**config.mk**
```make
export PLATFORM = sky130hd
export DESIGN_NAME = uart_rx
export DESIGN_NICKNAME = d
export VERILOG_FILES = /design/src/rtl/uart_pkg.sv /design/src/rtl/sync_2ff.sv /design/src/rtl/uart_rx.sv
export SDC_FILE = /design/constraint.sdc
export NUM_CORES = 1
export LEC_CHECK = 0
export ABC_AREA = 1
export BUFFER_PORTS_ARGS = -buffer_cell sky130_fd_sc_hd__buf_2
export CAP_MARGIN = 20
export CORE_ASPECT_RATIO = 2
export CORE_MARGIN = 3
export CORE_UTILIZATION = 53
export CTS_CLUSTER_DIAMETER = 40
export DETAILED_ROUTE_END_ITERATION = 16
export PLACE_DENSITY = 0.79
export REMOVE_ABC_BUFFERS = 1
export SYNTH_ARGS = -nofsm -noshare
export SYNTH_HDL_FRONTEND = slang
export SYNTH_SLANG_ARGS = --single-unit
```
**constraint.sdc**
```tcl
create_clock -name clk -period 2 [get_ports clk]
set_clock_uncertainty 0.2 [all_clocks]
set_input_delay 0.1 -clock clk [delete_from_list [all_inputs] [get_ports clk]]
set_output_delay 0.1 -clock clk [all_outputs]
set_load 0.05 [all_outputs]
```
**src/rtl/uart_pkg.sv**
```systemverilog
// Shared definitions for the UART receive path: FSM state encodings,
// parity mode codes, oversampling tick constants and the parity check.
package uart_pkg;

  typedef enum logic [2:0] {
    ST_IDLE   = 3'd0,
    ST_START  = 3'd1,
    ST_DATA   = 3'd2,
    ST_PARITY = 3'd3,
    ST_STOP   = 3'd4
  } state_t;

  localparam logic [1:0] PAR_NONE = 2'd0;
  localparam logic [1:0] PAR_ODD  = 2'd1;
  localparam logic [1:0] PAR_EVEN = 2'd2;

  localparam int OVERSAMPLE = 16;
  localparam int MID_START  = 7;

  // Tick counter compare values, sized to the 6-bit tick counter.
  localparam logic [5:0] TICK_MID   = 6'(MID_START);
  localparam logic [5:0] TICK_LAST  = 6'(OVERSAMPLE - 1);
  localparam logic [5:0] TICK_LAST2 = 6'(2 * OVERSAMPLE - 1);
  localparam logic [5:0] TICK_MAX   = 6'h3F;

  // Error when the data bits plus the received parity bit do not carry the
  // parity the mode asks for (same convention as the transmitter).
  function automatic logic par_error(input logic [1:0] mode,
                                     input logic [7:0] data,
                                     input logic       pbit);
    case (mode)
      PAR_ODD:  par_error = ~(^data ^ pbit);
      PAR_EVEN: par_error = ^data ^ pbit;
      default:  par_error = 1'b0;
    endcase
  endfunction

endpackage

```
**src/rtl/sync_2ff.sv**
```systemverilog
// Two-flop synchronizer for a single asynchronous level; resets to the
// line's idle-high value so a reset never looks like a start bit.
module sync_2ff (
  input  logic clk,
  input  logic reset_n,
  input  logic i_d,
  output logic o_q
);

  logic r_meta;
  logic r_sync;

  // Double-register the asynchronous input.
  always_ff @(posedge clk or negedge reset_n) begin
    if (!reset_n) begin
      r_meta <= 1'b1;
      r_sync <= 1'b1;
    end else begin
      r_meta <= i_d;
      r_sync <= r_meta;
    end
  end

  assign o_q = r_sync;

endmodule

```
**src/rtl/uart_rx.sv**
```systemverilog
// 16x-oversampled UART receiver with run-time frame format (7/8 data bits,
// none/odd/even parity, 1/2 stop bits). Format is latched at the start bit.
//
// state     | meaning
// ----------+---------------------------------------------------------
// ST_IDLE   | line idle, waiting for synchronized rx low
// ST_START  | counting to mid start bit, rejecting glitches
// ST_DATA   | sampling data bits at mid bit, LSB first
// ST_PARITY | sampling parity bit (skipped at once when parity is off)
// ST_STOP   | sampling stop bit(s), then publishing the frame
module uart_rx
  import uart_pkg::*;
(
  input  logic       clk,
  input  logic       reset_n,
  input  logic       s_tick,
  input  logic       rx,
  input  logic [3:0] data_bits,
  input  logic [5:0] stop_bits,
  input  logic [1:0] parity_bits,
  output logic [7:0] dout,
  output logic       rx_done_tick,
  output logic       parity_err,
  output logic       frame_err
);

  logic       w_rx_s;

  state_t     r_state,     w_state_nx;
  logic [5:0] r_s,         w_s_nx;
  logic [2:0] r_n,         w_n_nx;
  logic [7:0] r_sh,        w_sh_nx;
  logic       r_seven,     w_seven_nx;
  logic [5:0] r_sbits,     w_sbits_nx;
  logic [1:0] r_par,       w_par_nx;
  logic       r_pbit,      w_pbit_nx;
  logic       r_ferr_pend, w_ferr_pend_nx;
  logic [7:0] r_dout,      w_dout_nx;
  logic       r_done,      w_done_nx;
  logic       r_perr,      w_perr_nx;
  logic       r_ferr,      w_ferr_nx;

  logic [7:0] w_data;
  logic [2:0] w_n_last;
  logic [1:0] w_par_in;
  logic       w_tick_last;
  logic       w_stop_low;
  logic       w_ferr_now;
  logic       w_stop_end;

  sync_2ff u_sync (
    .clk     (clk),
    .reset_n (reset_n),
    .i_d     (rx),
    .o_q     (w_rx_s)
  );

  // In 7-bit mode the data sits in sh[7:1]; one more right shift aligns it.
  assign w_data      = r_seven ? {1'b0, r_sh[7:1]} : r_sh;
  assign w_n_last    = r_seven ? 3'd6 : 3'd7;
  assign w_par_in    = ((parity_bits == PAR_ODD) || (parity_bits == PAR_EVEN))
                       ? parity_bits : PAR_NONE;
  assign w_tick_last = (r_s == TICK_LAST);
  assign w_stop_low  = ((r_s == TICK_LAST) ||
                        ((r_s == TICK_LAST2) && (r_sbits == 6'd32))) && !w_rx_s;
  assign w_ferr_now  = r_ferr_pend | w_stop_low;
  // The all-ones guard keeps s from wrapping if an odd stop length was latched.
  assign w_stop_end  = (r_s == (r_sbits - 6'd1)) || (r_s == TICK_MAX);

  // State and datapath registers.
  always_ff @(posedge clk or negedge reset_n) begin
    if (!reset_n) begin
      r_state     <= ST_IDLE;
      r_s         <= '0;
      r_n         <= '0;
      r_sh        <= '0;
      r_seven     <= 1'b0;
      r_sbits     <= '0;
      r_par       <= PAR_NONE;
      r_pbit      <= 1'b0;
      r_ferr_pend <= 1'b0;
      r_dout      <= '0;
      r_done      <= 1'b0;
      r_perr      <= 1'b0;
      r_ferr      <= 1'b0;
    end else begin
      r_state     <= w_state_nx;
      r_s         <= w_s_nx;
      r_n         <= w_n_nx;
      r_sh        <= w_sh_nx;
      r_seven     <= w_seven_nx;
      r_sbits     <= w_sbits_nx;
      r_par       <= w_par_nx;
      r_pbit      <= w_pbit_nx;
      r_ferr_pend <= w_ferr_pend_nx;
      r_dout      <= w_dout_nx;
      r_done      <= w_done_nx;
      r_perr      <= w_perr_nx;
      r_ferr      <= w_ferr_nx;
    end
  end

  // Next-state and datapath updates; everything holds unless a state acts.
  always_comb begin
    w_state_nx     = r_state;
    w_s_nx         = r_s;
    w_n_nx         = r_n;
    w_sh_nx        = r_sh;
    w_seven_nx     = r_seven;
    w_sbits_nx     = r_sbits;
    w_par_nx       = r_par;
    w_pbit_nx      = r_pbit;
    w_ferr_pend_nx = r_ferr_pend;
    w_dout_nx      = r_dout;
    w_done_nx      = 1'b0;
    w_perr_nx      = r_perr;
    w_ferr_nx      = r_ferr;

    case (r_state)
      ST_IDLE: begin
        if (!w_rx_s) begin
          w_s_nx         = '0;
          w_seven_nx     = (data_bits == 4'd7);
          w_sbits_nx     = stop_bits;
          w_par_nx       = w_par_in;
          w_ferr_pend_nx = 1'b0;
          w_state_nx     = ST_START;
        end
      end

      ST_START: begin
        if (s_tick) begin
          if (r_s == TICK_MID) begin
            if (!w_rx_s) begin
              w_s_nx     = '0;
              w_n_nx     = '0;
              w_state_nx = ST_DATA;
            end else begin
              w_state_nx = ST_IDLE;
            end
          end else begin
            w_s_nx = r_s + 6'd1;
          end
        end
      end

      ST_DATA: begin
        if (s_tick) begin
          if (w_tick_last) begin
            w_sh_nx = {w_rx_s, r_sh[7:1]};
            w_s_nx  = '0;
            w_n_nx  = r_n + 3'd1;
            if (r_n == w_n_last) begin
              w_state_nx = ST_PARITY;
            end
          end else begin
            w_s_nx = r_s + 6'd1;
          end
        end
      end

      ST_PARITY: begin
        if (r_par == PAR_NONE) begin
          w_s_nx     = '0;
          w_state_nx = ST_STOP;
        end else if (s_tick) begin
          if (w_tick_last) begin
            w_pbit_nx  = w_rx_s;
            w_s_nx     = '0;
            w_state_nx = ST_STOP;
          end else begin
            w_s_nx = r_s + 6'd1;
          end
        end
      end

      ST_STOP: begin
        if (s_tick) begin
          w_ferr_pend_nx = w_ferr_now;
          if (w_stop_end) begin
            w_dout_nx  = w_data;
            w_perr_nx  = par_error(r_par, w_data, r_pbit);
            w_ferr_nx  = w_ferr_now;
            w_done_nx  = 1'b1;
            w_s_nx     = '0;
            w_state_nx = ST_IDLE;
          end else begin
            w_s_nx = r_s + 6'd1;
          end
        end
      end

      default: begin
        w_state_nx = ST_IDLE;
      end
    endcase
  end

  assign dout         = r_dout;
  assign rx_done_tick = r_done;
  assign parity_err   = r_perr;
  assign frame_err    = r_ferr;

endmodule
```
==> flow_summary_export.csv <==
group,metric,value,unit
global_route,grt_max_degree,45,
timing,fin_crit_sh,101,%
timing,slew-limit-headroom,61.3,%
cts,cts_buffers,5,
yosys,synth_ff_type,"dfrtp_1",
worst_hold_path,holdPathStages,3,
status,violations,"setup timing",
worst_setup_path,critPathArrivalTime,2010,ps
yosys,synthTopCellsByArea,"dfrtp_1 (39%), nand2_1 (18%), inv_1 (5.8%)",
timing,setup_slack,-16.6,ps
cts,clock_latency,320,ps
worst_setup_path,crit_path_start,"r_sbits[1]",
routing,ant_nets,0,
pwr,power,0.00445,W
floorplanning,core-area,4910,µm²
pwr,p_per_area,1280,nW/µm²
worst_setup_path,rr_endpoint,"frame_err",
job,maxCapViolations,0,
yosys,ys_seq_area_share,40.7,%
yosys,synth_warnings,0,
worst_setup_path,setup.worst_path.start_class,"register",
routing,first_iter_violations,124,
final_layout,drive_gt1_share,27.0,%
final_layout,nNetsFinal,459,
cts,root_buffer,"clkbuf_8",
floorplanning,die_y,107,µm
floorplanning,rows,36,
global_route,track_usage,24.2,%
yosys,yosysTopAreaCell,"dfrtp_1",
worst_hold_path,hold-path-endpoint,"r_n[1]",
pwr,p_leak,1.81,nW
pwr,peakVddDrop,0.998,mV
yosys,yosysUniqueCellTypes,35,
final_layout,instances_no_fill,498,
routing,first_pass_iters,5,
final_layout,area_growth,27.7,%
cts,cts-htree-levels,2,
worst_setup_path,rr_startpoint,"r_sbits[1]",
worst_setup_path,r2r_slack,-20,ps
routing,drt-total-wl,7250,µm
yosys,synth_top_cell_area_share,38.7,%
global_route,first_global_vias,2711,
global_route,grt.overflow.total,0,
floorplanning,io-pin-count,27,
place,io_buffers,26,
final_layout,n_antenna_cell,0,
worst_hold_path,hold_class,"in2reg",
yosys,ys_ff_latch,44,
global_route,grt_pass1_wl,11400,µm
timing,final.setup.tns,-27.8,ps
yosys,syn_avg_cell_area,7.30,µm²
floorplanning,die_w,56.6,µm
yosys,syn_area,2710,µm²
floorplanning,dieArea,6070,µm²
worst_hold_path,min-delay-start,"s_tick",
cts,clkTransAtPathRegs,90,ps
timing,max_freq,496,MHz
yosys,synth-async-reset-ratio,100,%
routing,wl_per_cell,14.6,µm
timing,grt_setup_unrepaired,"yes",
timing,holdWs,134,ps
global_route,antenna_found_initial,0,
cts,cts.sinks,44,
cts,clock_path_buffers,2,
cts,cts_tree,"yes",
worst_setup_path,path_class,"reg2reg",
timing,hold_viol,0,
worst_setup_path,critPathCaptureType,"register",
routing,viasPerCell,5.46,
status,status,"finished with violations",
yosys,syn_inst,372,
timing,min_period,2020,ps
place,dp_hpwl,5070,µm
place,place_inst,466,
routing,via_count,2721,
worst_setup_path,worstRegToRegCells,15,
timing,drv_slew,0,
floorplanning,start_util,55.3,%
timing,setup_viol,2,
timing,worst_pin_slew,581,ps
routing,drc,0,
place,routabilityCongestion,0.896,
worst_setup_path,cp.required,2000,ps
yosys,synth-edff-count,0,
worst_setup_path,worstPathMaxFanout,6,
==> cell families (layout without fill, tap and decap cells) <==
logic type,after synthesis,count (layout),share of synthesized area (%)
AOI/OAI and AO/OA,64,64,14.3
xor gates and xnor gates,8,8,2.86
muxes,1,1,0.369
and+or+nand+nor,194,195,31.1
adders and majority gates,3,3,1.38
DFF,44,44,40.7
buffers and inverters,58,126,9.27
==> state kept, by name, indices dropped and copies added, names as in the netlist, 2 cells and up <==
name	cells
r_s	6
r_sh	8
r_state	3
r_n	3
r_par	2
r_sbits	6
dout	8
==> critical path, stage by stage (launching register included) <==
cell	delay (ps)
dfrtp_1	370
inv_2	60
ha_4	270
inv_2	30
nand2_1	40
nand2_1	50
nor2_1	80
nand3_1	70
nor2_1	100
nand2_1	110
nand2_2	150
nand2_8	110
inv_4	90
nand2_2	60
o21ai_2	70
inv_1	50
==> layout by cell type (no fill, tap or decap), types with 3 or more instances in the layout <==
master | netlist | final
dlygate4sd3_1 | 0 | 13
clkbuf_8 | 0 | 6
nand2_4 | 2 | 4
o21ai_0 | 27 | 24
o21ai_1 | 3 | 3
nor2_4 | 1 | 3
nand2_1 | 132 | 120
inv_2 | 8 | 10
buf_4 | 0 | 26
nand2_2 | 2 | 12
o31ai_1 | 4 | 4
nor2_2 | 2 | 3
o21ai_2 | 9 | 10
nand3b_1 | 4 | 4
buf_2 | 3 | 26
xnor2_1 | 4 | 4
nand3_1 | 25 | 24
o22ai_1 | 3 | 3
inv_1 | 42 | 38
a21oi_1 | 12 | 12
dfrtp_1 | 42 | 42
nor2_1 | 20 | 17
==> layer usage <==
| layer | routed length [µm] | vias to the layer above | track usage (%) |
|---|---|---|---|
| li1 | - | 1324 | - |
| met1 | 2500 | 1273 | 23.0 |
| met2 | 4090 | 90 | 45.3 |
| met3 | 305 | 34 | 3.73 |
| met4 | 354 | 0 | 16.6 |
| met5 | 0 | - | 0 |
==> power by group <==
part	total [W]	internal (W)	switching, W
clock network	0.000593	0.000282	0.000311
logic	0.00256	0.000995	0.00156
registers	0.00130	0.00108	0.000213
total	0.00445	0.00236	0.00209
==> cell usage after synthesis (4+ instances only) <==
| cell type | instances |
|---|---|
| a21oi_1 | 12 |
| buf_6 | 4 |
| dfrtp_1 | 42 |
| inv_1 | 42 |
| inv_2 | 8 |
| nand2_1 | 132 |
| nand3_1 | 25 |
| nand3b_1 | 4 |
| nor2_1 | 20 |
| o21ai_0 | 27 |
| o21ai_2 | 9 |
| o31ai_1 | 4 |
| xnor2_1 | 4 |
==> worst max-delay path by stage <==
stage,depth (start not counted),slack (ps),end
after floorplan,14,60,frame_err
after global placement,15,40,r_state[1]
after detailed placement,15,-60,frame_err
after CTS,15,-5,frame_err
after global routing,15,-90,frame_err
final,15,-20,frame_err
==> final cells by class <==
| type | count | area, µm² |
|---|---|---|
| sequential | 44 | 1100 |
| inverter | 50 | 195 |
| clock buffer | 8 | 90.1 |
| fill | 399 | 1440 |
| multi-input combinational | 271 | 1510 |
| tap | 57 | 71.3 |
| timing repair buffer | 68 | 498 |
==> per-stage QoR <==
stage | instance area [µm²] | util, % | setup slack, ps
3_3_place_gp | 2990 | 61.0 | 38.8
6_report | 3470 | 70.6 | -16.6
4_1_cts | 3280 | 66.9 | -4.63
5_1_grt | 3470 | 70.6 | -88.5
2_1_floorplan | 2650 | - | 60.5
3_5_place_dp | 2990 | 61.0 | -64.2
==> what timing repair did <==
| action | in CTS | in global routing |
|---|---|---|
| hold buffers | 13 | 0 |
| gates cloned | 1 | 0 |
| pin swaps | 3 | 13 |
| buffers inserted | 5 | 5 |
| hold endpoints to repair | 52 | 0 |
| gates resized for setup | 4 | 41 |
| endpoints found under the setup margin | 8 | 28 |
Power figures use the tool's default switching activity.
